<file path="config.mk">
export PLATFORM = sky130hd
export DESIGN_NAME = fir_coef_loader
export DESIGN_NICKNAME = d
export VERILOG_FILES = /design/src/rtl/fir_cfg_pkg.sv /design/src/rtl/coef_buf_ram.sv /design/src/rtl/fir_coef_loader.sv
export SDC_FILE = /design/constraint.sdc
export NUM_CORES = 1
export LEC_CHECK = 0
export ABC_CLOCK_PERIOD_IN_PS = 3530
export CORE_AREA = 3 3 237 239
export DETAILED_ROUTE_END_ITERATION = 7
export DIE_AREA = 0 0 240 242
export PLACE_DENSITY_LB_ADDON = 0.15
export SLEW_MARGIN = 20
export SYNTH_ARGS = -nofsm -noshare
export SYNTH_HDL_FRONTEND = slang
export SYNTH_SLANG_ARGS = --single-unit
</file>
<file path="constraint.sdc">
create_clock -name cfg_clk -period 3.53 [get_ports cfg_clk]
set_clock_uncertainty 0.05 [all_clocks]
set_input_delay 0.353 -clock cfg_clk [delete_from_list [all_inputs] [get_ports cfg_clk]]
set_output_delay 0.353 -clock cfg_clk [all_outputs]
set_load 0.005 [all_outputs]
</file>
<file path="src/rtl/fir_cfg_pkg.sv">
`default_nettype none
// ============================================================================
// fir_cfg_pkg: shared defaults, loader state encoding and range helpers.
// Rev 1.0
// ============================================================================
package fir_cfg_pkg;

  localparam int DEF_MAX_TAPS = 32;
  localparam int DEF_COEF_W   = 25;
  localparam int DEF_ADDR_W   = 5;

  typedef enum logic [1:0] {
    IDLE  = 2'd0,
    LOAD  = 2'd1,
    DRAIN = 2'd2,
    DONE  = 2'd3
  } loader_state_t;

  function automatic logic len_in_range(input logic [31:0] len, input int unsigned lim);
    return (len != 32'd0) && (len <= lim);
  endfunction

  function automatic logic addr_in_range(input logic [31:0] addr, input int unsigned lim);
    return addr < lim;
  endfunction

endpackage
`default_nettype wire

</file>
<file path="src/rtl/coef_buf_ram.sv">
`default_nettype none
// ============================================================================
// coef_buf_ram: simple dual-port coefficient buffer, 1-cycle synchronous read.
// Rev 1.0
// ============================================================================
module coef_buf_ram #(
  parameter int DEPTH = 32,
  parameter int WIDTH = 25,
  parameter int AW    = 5
) (
  input  logic             clk,
  input  logic             we,
  input  logic [AW-1:0]    waddr,
  input  logic [WIDTH-1:0] wdata,
  input  logic             re,
  input  logic [AW-1:0]    raddr,
  output logic [WIDTH-1:0] rdata
);

  logic [WIDTH-1:0] mem [DEPTH];

  // Output register clears when not reading, so the chain sees zero between loads.
  always_ff @(posedge clk) begin
    if (we) begin
      mem[waddr] <= wdata;
    end
    rdata <= re ? mem[raddr] : '0;
  end

endmodule
`default_nettype wire

</file>
<file path="src/rtl/fir_coef_loader.sv">
`default_nettype none
// ============================================================================
// fir_coef_loader: shifts the CPU-written coefficient buffer into the FIR chain.
// Rev 1.0
// ============================================================================
module fir_coef_loader
  import fir_cfg_pkg::*;
#(
  parameter int MAX_TAPS = DEF_MAX_TAPS,
  parameter int COEF_W   = DEF_COEF_W,
  parameter int ADDR_W   = DEF_ADDR_W
) (
  input  logic              cfg_clk,
  input  logic              reset,
  input  logic              wr_en,
  input  logic [ADDR_W-1:0] wr_addr,
  input  logic [COEF_W-1:0] wr_data,
  input  logic              start,
  input  logic [31:0]       filter_len,
  output logic              busy,
  output logic              done,
  output logic              err_len,
  output logic              wr_dropped,
  output logic [15:0]       load_count,
  output logic [COEF_W-1:0] cfg_din,
  output logic              cfg_ce
);

  loader_state_t     state;
  loader_state_t     state_nxt;
  logic [ADDR_W-1:0] rd_idx;
  logic              idle_like;
  logic              len_ok;
  logic              accept;
  logic              buf_we;
  logic              rd_en;

  always_ff @(posedge cfg_clk) begin
    if (reset) begin
      state <= IDLE;
    end else begin
      state <= state_nxt;
    end
  end

  always_comb begin
    state_nxt = state;
    idle_like = (state == IDLE) || (state == DONE);
    len_ok    = len_in_range(filter_len, MAX_TAPS);
    accept    = start && idle_like && len_ok;
    buf_we    = wr_en && idle_like && addr_in_range(32'(wr_addr), MAX_TAPS);
    // Gated by reset so the chain stops shifting the cycle after reset.
    rd_en     = (state == LOAD) && !reset;
    case (state)
      IDLE:    if (accept) state_nxt = LOAD;
      LOAD:    if (rd_idx == '0) state_nxt = DRAIN;
      DRAIN:   state_nxt = DONE;
      DONE:    state_nxt = accept ? LOAD : IDLE;
      default: state_nxt = IDLE;
    endcase
  end

  assign busy = (state == LOAD) || (state == DRAIN);
  assign done = (state == DONE);

  always_ff @(posedge cfg_clk) begin
    if (reset) begin
      err_len    <= 1'b0;
      wr_dropped <= 1'b0;
      load_count <= '0;
      cfg_ce     <= 1'b0;
      rd_idx     <= '0;
    end else begin
      cfg_ce <= rd_en;
      if (start && idle_like) begin
        err_len <= !len_ok;
      end
      // Reads run from the deepest tap down so buf[0] is shifted in last.
      if (accept) begin
        wr_dropped <= 1'b0;
        rd_idx     <= filter_len[ADDR_W-1:0] - 1'b1;
      end else begin
        if (wr_en && busy) begin
          wr_dropped <= 1'b1;
        end
        if (state == LOAD) begin
          rd_idx <= rd_idx - 1'b1;
        end
      end
      if (state == DRAIN) begin
        load_count <= load_count + 1'b1;
      end
    end
  end

  coef_buf_ram #(
    .DEPTH (MAX_TAPS),
    .WIDTH (COEF_W),
    .AW    (ADDR_W)
  ) u_buf (
    .clk   (cfg_clk),
    .we    (buf_we),
    .waddr (wr_addr),
    .wdata (wr_data),
    .re    (rd_en),
    .raddr (rd_idx),
    .rdata (cfg_din)
  );

endmodule
`default_nettype wire
</file>
==> flow_summary.yaml, run 1 <==
pwr:
  power_mw: 20.5
  internal_power_mw: 16.6
  power.sequential.fraction: 0.541
  power_density_mw_per_mm2: 540
  ir_worst_vdd_uv: 500
  clock_power_share: 0.441
  p_comb_frac: 0.018
  netSwitchingFraction: 0.190
  power.leakage_nw: 11.7
  p_sw_mw: 3.89
setup_path:
  worstPathMaxFanout: 6
  start_kind: "register"
  crit_type: "reg2reg"
  crit_path_end_kind: "register"
  r2r_end: "rd_idx[4]"
  ff2ff_path_depth: 11
  worstPathRequired_ps: 4020
  rrSetupSlack_ps: 340
  worstReg2RegStart: "state[0]"
  cp.arrival_ps: 3680
synth:
  async_flop_share: 0
  syn_inst: 1533
  post_synth.cell_area_avg_um2: 21.1
  ys_seq_area_frac: 0.773
  netlist_top_cells_count: "edfxtp_1, mux4_2, nor2_1"
  synth_area_mm2: 0.0324
  synth_cell_type_count: 41
  yosysTopAreaCell: "edfxtp_1"
  yosysWarnings: 0
  synth.most_common_cell: "edfxtp_1"
  synthesis.nets: 1605
  synth_ff_type: "edfxtp_1"
  synth_top_area_share: 0.741
  ys_ff_latch: 851
  synth.area.top_cells: "edfxtp_1, mux4_2, dfxtp_1, nor2b_1, mux2i_1"
  synth_edf_count: 800
route:
  drc: 0
  wl_per_cell_um: 28.6
  vias_per_cell: 6.35
  vias: 16000
  routed_wl_um: 72400
  drt_iter0_drc: 1519
  ant_nets: 0
  drt_pass1_iterations: 5
clocking:
  cts-root-buf: "clkbuf_16"
  clk_pin_slew_worst_paths_ps: 60
  cts_setup_buffers: 0
  holdBufCountCts: 0
  cts_max_path_buffers: 3
  insertion_delay_ps: 620
  numCtsBuffers: 84
  h-tree-depth: 3
  cts_tree: "built"
  cts.repair.resized: 0
  cts.sinks: 851
floorplanning:
  dieHeight_um: 242
  coreArea_mm2: 0.0540
  dieArea_mm2: 0.0581
  start_util: 0.600
  rows: 85
  die-width_um: 240
  ios: 112
timing:
  fmax_mhz: 314
  fin_crit_sh: 0.903
  fin_crit_ps: 3190
  drv_slew: 0
  tightest_slew_ps: 808
  setup-violations-final: 0
  fin_tns_setup_ps: 0
  hold_viol: 0
  grt_setup_unrepaired: "no"
  maxSlewHeadroom: 0.462
global_routing:
  antenna_found_initial: 1
  grt_pass1_vias: 16600
  grt_pass1_wl_um: 108000
  grtUsageTotal: 0.256
  gr-total-overflow: 0
  grt_max_degree: 66
cells_and_area:
  drive_above_1_share: 0.267
  num_antenna_cells: 0
  nets: 1833
  area_growth_pct: 17.3
placed_design:
  place_congestion: 0.830
  post-dp-hpwl_um: 43500
  port_buffers: 111
run_status:
  status: "finished clean"
hold_path:
  hp-class: "in2reg"
  worstHoldStart: "wr_data[1]"
  whs_path_depth: 1
  holdPathEnd: "u_buf.mem[10][1]"
flow_run:
  maxCapViolCount: 0
## registers in the layout, summed over array words and instances, names as in the netlist
signal,flops
u_buf.mem,800
u_buf.rdata,25
load_count,16
rd_idx,5
state,2
cfg_ce,1
err_len,1
wr_dropped,1
## critical path: stages, from the launching register on
cell       delay, ps
dfxtp_1          420
inv_1             90
ha_1             390
nor4b_1          330
nand4_1          180
a2111oi_4        400
mux2i_1          240
ha_1             240
nor4bb_1         350
xor2_1           180
nor2_1            60
a211oi_1         190
## layer usage
layer	routed length (µm)	GRT usage
met1	29200	0.366
met2	36200	0.413
met3	4970	0.0452
met4	1990	0.0750
met5	0	0
## layout by cell type, fill, tap and decap left out, types with 2 or more instances in the layout
cell             count
nand2_1              9
a211oi_1             4
a21oi_1             32
buf_2               11
xnor2_1              6
ha_1                 6
nand3b_1             5
nor2_2               5
and3_1               3
nor2_4              28
o211ai_1            25
clkbuf_1            19
inv_1               29
clkbuf_16           89
bufinv_16           11
nand4_1              9
a311oi_1            25
or3b_2               3
dfxtp_4              2
nor4_1               7
and4_1               2
nor4b_1              2
mux4_2             200
nor2_1              25
mux2i_1             28
nor2b_1             52
clkdlybuf4s50_1    100
or3_1                4
edfxtp_1           800
o21ai_0             29
clkinv_2            14
buf_4              100
dfxtp_1             48
clkinvlp_4           3
buf_12              12
clkinv_1            17
nor3_1               4
xor2_1              14
nand3_1             33
## worst max-delay path by stage
stage	cells after the start	to	from	slack, ps
final	11	rd_idx[4]	state[0]	340
after global routing	11	rd_idx[4]	state[0]	160
after CTS	11	rd_idx[4]	state[0]	350
after detailed placement	10	rd_idx[4]	filter_len[0]	240
after global placement	10	rd_idx[4]	filter_len[0]	250
after floorplan	12	rd_idx[4]	state[0]	370
## layout make-up
cell class,count,area (µm²)
Inverter,29,109
Fill cell,3241,16000
Clock buffer,109,2310
Clock inverter,47,507
Multi-Input combinational cell,572,7140
Tap cell,696,871
Timing Repair Buffer,223,2050
Sequential cell,851,25100
## through the flow
step / util / worst slack, ps / instances / hold WS [ps] / cell area, µm²
finish: 0.704 / 341 / 2527 / 217 / 38000
global route: 0.704 / 164 / 2527 / 230 / 38000
CTS: 0.705 / 352 / 2527 / 325 / 38100
detailed placement: 0.653 / 237 / 2371 / 449 / 35300
global placement: 0.653 / 252 / 2371 / 440 / 35300
floorplan: - / 367 / 1533 / 399 / 32400
## power groups by stage
stage	combinational (mW)	sequential, mW	clock (mW)
floorplan	0.0679	11.3	0
global placement	0.357	11.3	0
detailed placement	0.371	11.3	0
CTS	0.373	11.1	9.19
global route	0.391	11.1	9.60
finish	0.367	11.1	9.05
## cell families (layout without fill, tap and decap cells)
family | Yosys count | count (layout) | synth area share
AO/OA/AOI/OAI | 120 | 120 | 0.0248
XOR/XNOR | 20 | 20 | 0.00540
AND/OR/NAND/NOR | 198 | 198 | 0.0329
buffers and inverters | 110 | 408 | 0.0144
multiplexers | 228 | 228 | 0.148
adder cells (fa/ha/maj) | 6 | 6 | 0.00232
flip-flops | 851 | 851 | 0.773
Note: power is estimated with default switching activity, not from simulation.
==> inputs of run 2 (changes only) <==
- ABC_CLOCK_PERIOD_IN_PS: 3530 -> 3150
- CORE_AREA: 3 3 237 239 -> 3 3 243 245
- DIE_AREA: 0 0 240 242 -> 0 0 246 248
- clock period: 3.53 -> 3.15 ns (I/O delays scaled with it)
==> run 2 against run 1 <==
Against the previous run: critical path depth rose by 1; worst hold slack lost 34 ps; sequential share of layout area shrank 0.86 points; global-route usage hardly changed; final cell count grew 3.8%.
==> flow_summary.yaml, run 2 (synthesis gave the netlist of run 1 again) <==
timing:
  hold_viol: 0
  setup_ws_ps: 202
  drv_slew: 0
  maxSlewHeadroom: 0.290
  fin_crit_ps: 2950
  grt_setup_unrepaired: "no"
  fin_tns_setup_ps: 0
  setup-violations-final: 0
  fin_crit_sh: 0.936
  fmax_mhz: 339
  tightest_slew_ps: 1060
route:
  routed.top_layer: "met4"
  wl_met1_um: 31700
  vias_per_cell: 6.20
  routed_wl_um: 75700
  vias: 16300
  wl_per_cell_um: 28.9
  ant_nets: 0
  drt_iter0_drc: 1665
  wl_met3_um: 4970
  drc: 0
  met2_length_um: 37500
  drt_pass1_iterations: 5
pwr:
  power.leakage_nw: 11.9
  ir_worst_vdd_uv: 497
  power_density_mw_per_mm2: 596
floorplanning:
  start_util: 0.565
  coreArea_mm2: 0.0574
  dieArea_mm2: 0.0610
  rows: 88
  dieHeight_um: 248
  die-width_um: 246
  ios: 112
placed_design:
  post-place-ws_ps: -127
  place_congestion: 0.839
  post-dp-hpwl_um: 43200
  port_buffers: 111
hold_path:
  worstHoldStart: "wr_data[16]"
  holdPathEnd: "u_buf.mem[29][16]"
  whs_path_depth: 1
  hp-class: "in2reg"
setup_path:
  crit_type: "reg2reg"
  worstPathRequired_ps: 3630
  crit_path_end_kind: "register"
  ff2ff_path_depth: 12
  worstReg2RegStart: "state[1]"
  rrSetupSlack_ps: 200
  r2r_end: "rd_idx[4]"
  start_kind: "register"
  worstPathMaxFanout: 4
  cp.arrival_ps: 3430
cells_and_area:
  fillCellCount: 3675
  final_cell_mix: "edfxtp_1, mux4_2, buf_4"
  top_register: "u_buf.mem"
  multi_input_area_mm2: 0.00715
  largest_reg_flops: 800
  ff_latch_area_mm2: 0.0251
  num_antenna_cells: 0
  drive_above_1_share: 0.282
  layout_commonest_cell: "edfxtp_1"
  area_growth_pct: 18.9
  nets: 1863
  top_regs: "u_buf.mem: 800 flops, u_buf.rdata: 25 flops, load_count: 16 flops"
clocking:
  holdBufCountCts: 0
  clk_pin_slew_worst_paths_ps: 60
  insertion_delay_ps: 620
  cts_max_path_buffers: 3
  h-tree-depth: 3
  cts_tree: "built"
  cts-root-buf: "clkbuf_16"
  numCtsBuffers: 84
  cts.sinks: 851
run_status:
  status: "finished clean"
flow_run:
  maxCapViolCount: 0
global_routing:
  gr-total-overflow: 0
  grt_pass1_wl_um: 112000
  grt_pass1_vias: 16800
  grtUsageTotal: 0.256
  antenna_found_initial: 1
  grt_max_degree: 63
-- run 2: through the flow --
stage | util | cell area, µm² | total power [mW] | hold WS [ps] | cells
after global placement | 0.623 | 35700 | 13.1 | 443 | 2469
final | 0.672 | 38500 | 23.0 | 183 | 2623
after floorplan | - | 32400 | 12.8 | 361 | 1533
after global routing | 0.672 | 38500 | 23.6 | 178 | 2623
after CTS | 0.671 | 38500 | 23.1 | 302 | 2622
after detailed placement | 0.623 | 35700 | 13.1 | 447 | 2469
-- run 2: cell type report --
| type | count | area share |
|---|---|---|
| timing repair buffer | 253 | 0.0643 |
| multi-input combinational | 572 | 0.186 |
| clock inverter | 57 | 0.0148 |
| inverter | 29 | 0.00282 |
| sequential | 851 | 0.650 |
| tap | 765 | 0.0248 |
| clock buffer | 96 | 0.0576 |
-- run 2: how the worst max path moves through the flow --
stage	start	endpoint	slack [ps]	depth (start not counted)
final	state[1]	rd_idx[4]	200	12
after global routing	state[1]	rd_idx[4]	50	12
after CTS	state[1]	rd_idx[4]	80	12
after detailed placement	filter_len[1]	rd_idx[4]	-130	11
after global placement	filter_len[1]	rd_idx[4]	-40	10
after floorplan	state[0]	u_buf.mem[22][0]	20	7
-- run 2: report_power, final --
group | internal, mW | total [mW] | switching [mW]
registers | 12.4 | 12.5 | 0.0154
logic | 0.136 | 0.428 | 0.292
clock network | 5.96 | 10.1 | 4.13
-- run 2: worst max-delay path: stages (launching register included) --
cell       delay, ps
dfxtp_2          340
inv_1            160
ha_4             230
nor4b_2          260
nand4_1          170
a2111oi_4        340
buf_4            190
mux2i_1          200
ha_2             200
nor4bb_4         300
xor2_1           160
nor2_1            70
a211oi_2         190
-- run 2: layer usage --
metal | track usage | vias to the layer above
met5 | 0 | -
met4 | 0.0639 | 0
met3 | 0.0407 | 92
met2 | 0.412 | 597
met1 | 0.374 | 8713
li1 | - | 6856
-- run 2: repair_timing --
| item | 4_1_cts | 5_1_grt |
|---|---|---|
| endpoints found under the setup margin | 0 | 1 |
| resized for setup | 0 | 10 |
| buffers inserted | 0 | 1 |
==> edit 1: new RTL, settings of run 2 <==
Make the reset (`reset`) asynchronous in 2 clocked blocks.
--- a/src/rtl/fir_coef_loader.sv
+++ b/src/rtl/fir_coef_loader.sv
@@ -36,5 +36,5 @@
   logic              rd_en;
 
-  always_ff @(posedge cfg_clk) begin
+  always_ff @(posedge cfg_clk or posedge reset) begin
     if (reset) begin
       state <= IDLE;
@@ -64,5 +64,5 @@
   assign done = (state == DONE);
 
-  always_ff @(posedge cfg_clk) begin
+  always_ff @(posedge cfg_clk or posedge reset) begin
     if (reset) begin
       err_len    <= 1'b0;
Formal check against the unedited RTL: not equivalent (Yosys sat finds a counterexample within 4 cycles, from zero or initial values and one cycle with reset high; the reset may be asserted at any time).
==> edit 1 against run 2 <==
  * Synthesized area rose by 0.38%
  * Synthesized cell count fell by 5.2%
  * Sequential share of layout area rose by 0.97 points
  * Total power fell by 2.5%
  * Worst setup slack got worse by 0.0038 ns
  * Final area fell by 0.95%
  * Sequential power barely moved
  * Sequential cell count did not move
  * Routed wire length fell by 6.5%
  * Fmax fell by 0.13%
  * Largest cell class unchanged
  * Critical endpoint is now rd_idx[4]
==> edit 1: results (changes against run 2) <==
Root Driver=clkbuf_16 (unchanged); drt via density=6.143 (was 6.198); mux cell area share after synthesis=17.17% (was 14.76%); slowest stage cell, crit path=dfrtp_1 (was dfxtp_2); Synth Area per Inst=22.40 µm² (was 21.15 µm²); Pre-antenna DRT Iters=6 (was 5); ys async rst share=3.055% (was 0%); synth top area cells=edfxtp_1 (74%), mux4_2 (14%), mux2i_1 (3.3%) (was edfxtp_1 (74%), mux4_2 (14%), dfxtp_1 (3.1%)); Global Route Usage Sum=24.04% (was 25.56%); relative slew slack=31.11% (was 28.97%); xor-xnor portion of the synthesized cell area=0.5921% (was 0.5404%); IO buf count=111 (unchanged); Max VDD drop=0.8417 mV (was 0.4966 mV); Synth Area in Adders=0.2307% (was 0.2316%); Post-Syn Nets=1525 (was 1605); Leakage=0.01321 µW (was 0.01191 µW); number of global-route vias before repair=16330 (was 16780); DP Wirelength=42.61 mm (was 43.19 mm); DR vias=15490 (was 16260); GP Congestion=0.8009 (was 0.8392); final net count=1759 (was 1863); CP max FO=5 (was 4); Post-Place Cells=2365 (was 2469); status=completed (unchanged); register area share after synthesis=77.36% (was 77.26%); DRT iter0 DRCs=1276 (was 1665); first-pass GRT wire length=106.4 mm (was 112.1 mm); share of cells above drive strength 1=26.55% (was 28.20%); Post-synth top cells=edfxtp_1 (800), mux4_2 (200), mux2i_1 (107), o22ai_1 (50), nor2_1 (44) (was edfxtp_1 (800), mux4_2 (200), nor2_1 (58), nor2b_1 (53), dfxtp_1 (51)); largest net degree at the start of global routing=42 (was 63); CP max stage delay=0.40 ns (was 0.34 ns); WL per Instance=28.08 µm (was 28.87 µm); post-synthesis compound-gate area fraction=1.161% (was 2.482%)
-- edit 1: changes by cell type after synthesis, moves of 21 or more --
cell      change
o211ai_1     -25
o21ai_0      -29
nor2b_1      -52
inv_1        -21
or2_1        +25
dfrtp_1      +26
nand3_1      -25
mux2i_1      +79
a21oi_1      -29
a311oi_1     -25
dfxtp_1      -26
o22ai_1      +50
-- edit 1: routing by layer --
metal  GRT usage (%)  vias up  share of wire (%)
met4           8.041        0                2.7
met3           3.738      101                5.7
li1                -     6561                  -
met1           33.55     8262                 41
met5               0        -                  0
met2           39.59      563                 50
-- edit 1: timing repair --
item,CTS,global route
endpoints found under the setup margin,0,1
buffers inserted,0,0
hold buffers,1,0
resized for setup,0,2
endpoints found under the hold margin,2,0
-- edit 1: cells by family after synthesis --
logic type	Yosys count
AO/OA/AOI/OAI	59
XOR/XNOR	22
adder cells (fa/ha/maj)	6
buffers and inverters	80
flip-flops	851
multiplexers	308
AND/OR/NAND/NOR	127
-- edit 1: through the flow --
step	instance area [µm²]	total power (µW)	setup WS (ns)	utilization (%)	hold WS (ns)
6_report	38170	22390	0.1985	66.54	0.1674
5_1_grt	38170	23020	0.01526	66.54	0.1754
4_1_cts	38170	22570	0.05332	66.54	0.2634
3_5_place_dp	35540	13130	0.03517	61.96	0.4269
3_3_place_gp	35540	13110	0.2047	61.96	0.4114
2_1_floorplan	32540	12780	0.003509	-	0.3050
-- edit 1: critical path: cells and delay by family (launching register included) --
kind	cells	cell delay, ns
AND/OR/NAND/NOR	4	1.21
adder cells (fa/ha/maj)	2	0.58
flip-flops	1	0.40
multiplexers	2	0.34
XOR/XNOR	1	0.15
buffers and inverters	1	0.11
-- edit 1: path summary, 6_finish.rpt --
check	depth (start not counted)	endpoint	slack, ns	from
min in group asynchronous	3	rd_idx[1]	0.46	reset
max	10	rd_idx[4]	0.20	state[0]
max reg2reg	10	rd_idx[4]	0.20	state[0]
max in group asynchronous	4	rd_idx[3]	2.05	reset
min	1	u_buf.mem[2][7]	0.17	wr_data[7]
min reg2reg	1	load_count[15]	0.43	load_count[15]
-- edit 1: cell type report --
cell class              instances  area [µm²]
flip-flops and latches        851       25190
fillers                      3672       19190
multi-input cells             522        7154
clock buffers                 121        2364
repair buffers                220        2227
well taps                     765       957.2
clock inverters                33       252.7
inverters                       8       30.03
diodes                          1       2.502
-- edit 1: where the power goes --
part / total [µW] / internal [µW] / switching (µW)
Combinational: 430 / 141 / 289
Sequential: 12500 / 12400 / 15.3
Clock: 9500 / 5470 / 4040
Total: 22400 / 18000 / 4340
==> edit 2: new RTL, settings of run 2 <==
Made on the original files. The package constant `DEF_ADDR_W` goes from 5 to 6.
--- a/src/rtl/fir_cfg_pkg.sv
+++ b/src/rtl/fir_cfg_pkg.sv
@@ -8,5 +8,5 @@
   localparam int DEF_MAX_TAPS = 32;
   localparam int DEF_COEF_W   = 25;
-  localparam int DEF_ADDR_W   = 5;
+  localparam int DEF_ADDR_W   = 6;
 
   typedef enum logic [1:0] {
Interface: changed (resized wr_addr); port bits go from 112 to 113. No check against the original RTL was run, so the function may have changed too.
==> edit 2 against run 2 <==
  * Worst setup slack got worse by 0.0066 ns
  * Sequential cell count increased by 1
  * Synthesized cell count grew 3.2%
  * First-iteration DRC count up 9.2%
  * Global-route usage fell by 0.094 points
  * Routed wire length increased by 0.33%
  * Final area shrank 0.53%
  * Synthesized area increased by 0.64%
  * Sequential share of layout area up 0.41 points
  * Total power down 4.2%
  * Die area is the same
  * Critical path depth did not move
  * Clock power down 9%
  * Hold slack got worse by 0.016 ns
==> edit 2: results (changes against run 2) <==
status=completed (unchanged); relative slew slack=26.93% (was 28.97%); final setup fails=0 (unchanged); synth top area cells=edfxtp_1 (74%), mux4_2 (11%), mux2i_1 (3.7%) (was edfxtp_1 (74%), mux4_2 (14%), dfxtp_1 (3.1%)); Routed WL=75.97 mm (was 75.72 mm); Initial Util=56.87% (was 56.51%); DP Wirelength=44.84 mm (was 43.19 mm); clk_lat worst skew=0.62 ns (about the same); share of cells above drive strength 1=25.41% (was 28.20%); slowest stage cell, crit path=nor4b_4 (was dfxtp_2); clock transition at the registers of the reported paths=0.06 ns (about the same); yosys warns=0 (unchanged); number of global-route vias before repair=16690 (was 16780); worst path arrival time=3.44 ns (was 3.43 ns); final net count=1887 (was 1863); GP Congestion=0.8057 (was 0.8392); IO buf count=112 (was 111); Max VDD drop=0.5171 mV (was 0.4966 mV); Max clock buf depth=3 (unchanged); Mapped Cells=1582 (was 1533); largest registers=u_buf.mem x800, u_buf.rdata x25, load_count x16 (unchanged); CP max stage delay=0.43 ns (was 0.34 ns); register area share after synthesis=76.82% (was 77.26%); fillcell total=3667 (was 3675); Post-synth top cells=edfxtp_1 (800), mux4_2 (159), mux2i_1 (119), nor2_1 (82), dfxtp_1 (52) (was edfxtp_1 (800), mux4_2 (200), nor2_1 (58), nor2b_1 (53), dfxtp_1 (51)); CP max FO=4 (unchanged); Post-Syn Nets=1655 (was 1605); first-pass GRT wire length=111.2 mm (was 112.1 mm); Antenna Cells=0 (unchanged); largest net degree at the start of global routing=44 (was 63); DRT iter0 DRCs=1819 (was 1665); Hold Path Class=input port to register (unchanged); DR vias=16460 (was 16260); Netlist cell types=49 (was 41); Pre-antenna DRT Iters=5 (unchanged); Post-Place Cells=2495 (was 2469); number of synthesized flops with an enable pin=800 (unchanged); Placed Area=0.03585 mm² (was 0.03571 mm²); kind of cell adding the most delay to the critical path=simple AND/OR/NAND/NOR gates (unchanged); Top FF cell, synth=edfxtp_1 (unchanged); Global Route Usage Sum=25.47% (was 25.56%); CTS Buf Count=81 (was 84); ys async rst share=0% (unchanged); initial antenna violation count=1 (unchanged); Non-Filler Instances=2646 (was 2623); Leakage=0.01167 µW (was 0.01191 µW)
==> edit 2: changes by cell type after synthesis, moves of 21 or more <==
cell             run 2  this run
inv_1               29         8
mux2_2               0        22
nor2b_1             53         3
nand3_1             33        11
o21ai_0             29         5
a311oi_1            25         1
nor2_1              58        82
o221ai_1             0        22
o22ai_1              0        21
mux2i_1             28       119
mux4_2             200       159
o211ai_1            25         0
==> edit 2: metal layers <==
metal / vias up / track usage (%) / share of wire [%]
met5: - / 0 / 0
met4: 0 / 7.572 / 2.4
met3: 97 / 5.067 / 8.3
met2: 695 / 39.80 / 48
met1: 8625 / 37.14 / 41
li1: 7043 / - / -
==> edit 2: cells by family after synthesis <==
kind of cell | after synthesis | synth area share, %
muxes | 300 | 15.39
xor gates and xnor gates | 22 | 0.5906
AOI/OAI and AO/OA | 150 | 3.175
buffers and inverters | 98 | 1.492
DFF | 852 | 76.82
adders and majority gates | 6 | 0.2301
and+or+nand+nor | 154 | 2.305
==> edit 2: area by class of cell <==
class	instances	area share, %
inverter	8	0.07833
timing repair buffer	239	6.312
clock inverter	46	0.8356
tap	765	2.497
clock buffer	104	5.731
sequential	852	65.43
multi-input combinational	632	19.12
==> edit 2: timing repair <==
item | CTS | global route
endpoints found under the setup margin | 0 | 1
buffers inserted | 0 | 1
resized for setup | 0 | 3
==> edit 2: power breakdown <==
| group | switching, µW | internal, µW | leakage, µW |
|---|---|---|---|
| clock | 4030 | 5190 | 0.00123 |
| combinational | 248 | 109 | 0.00282 |
| sequential | 9.28 | 12400 | 0.00762 |
==> edit 2: metrics by stage <==
stage	total power, µW	hold slack (ns)	util, %	setup slack [ns]
after floorplan	12720	0.3606	-	0.03959
after global placement	13010	0.4534	62.50	0.08798
after detailed placement	13030	0.4570	62.50	-0.008427
after CTS	22160	0.3002	66.89	0.1149
after global routing	22640	0.1875	66.83	0.02261
final	22000	0.1666	66.83	0.1958
==> edit 2: worst paths after layout <==
| path | slack [ns] | cells after the start | end | start |
|---|---|---|---|---|
| max | 0.20 | 12 | rd_idx[4] | state[1] |
| max reg2reg | 0.20 | 12 | rd_idx[4] | state[1] |
| min reg2reg | 0.47 | 2 | wr_dropped | wr_dropped |
| min | 0.17 | 1 | u_buf.mem[16][22] | wr_data[22] |
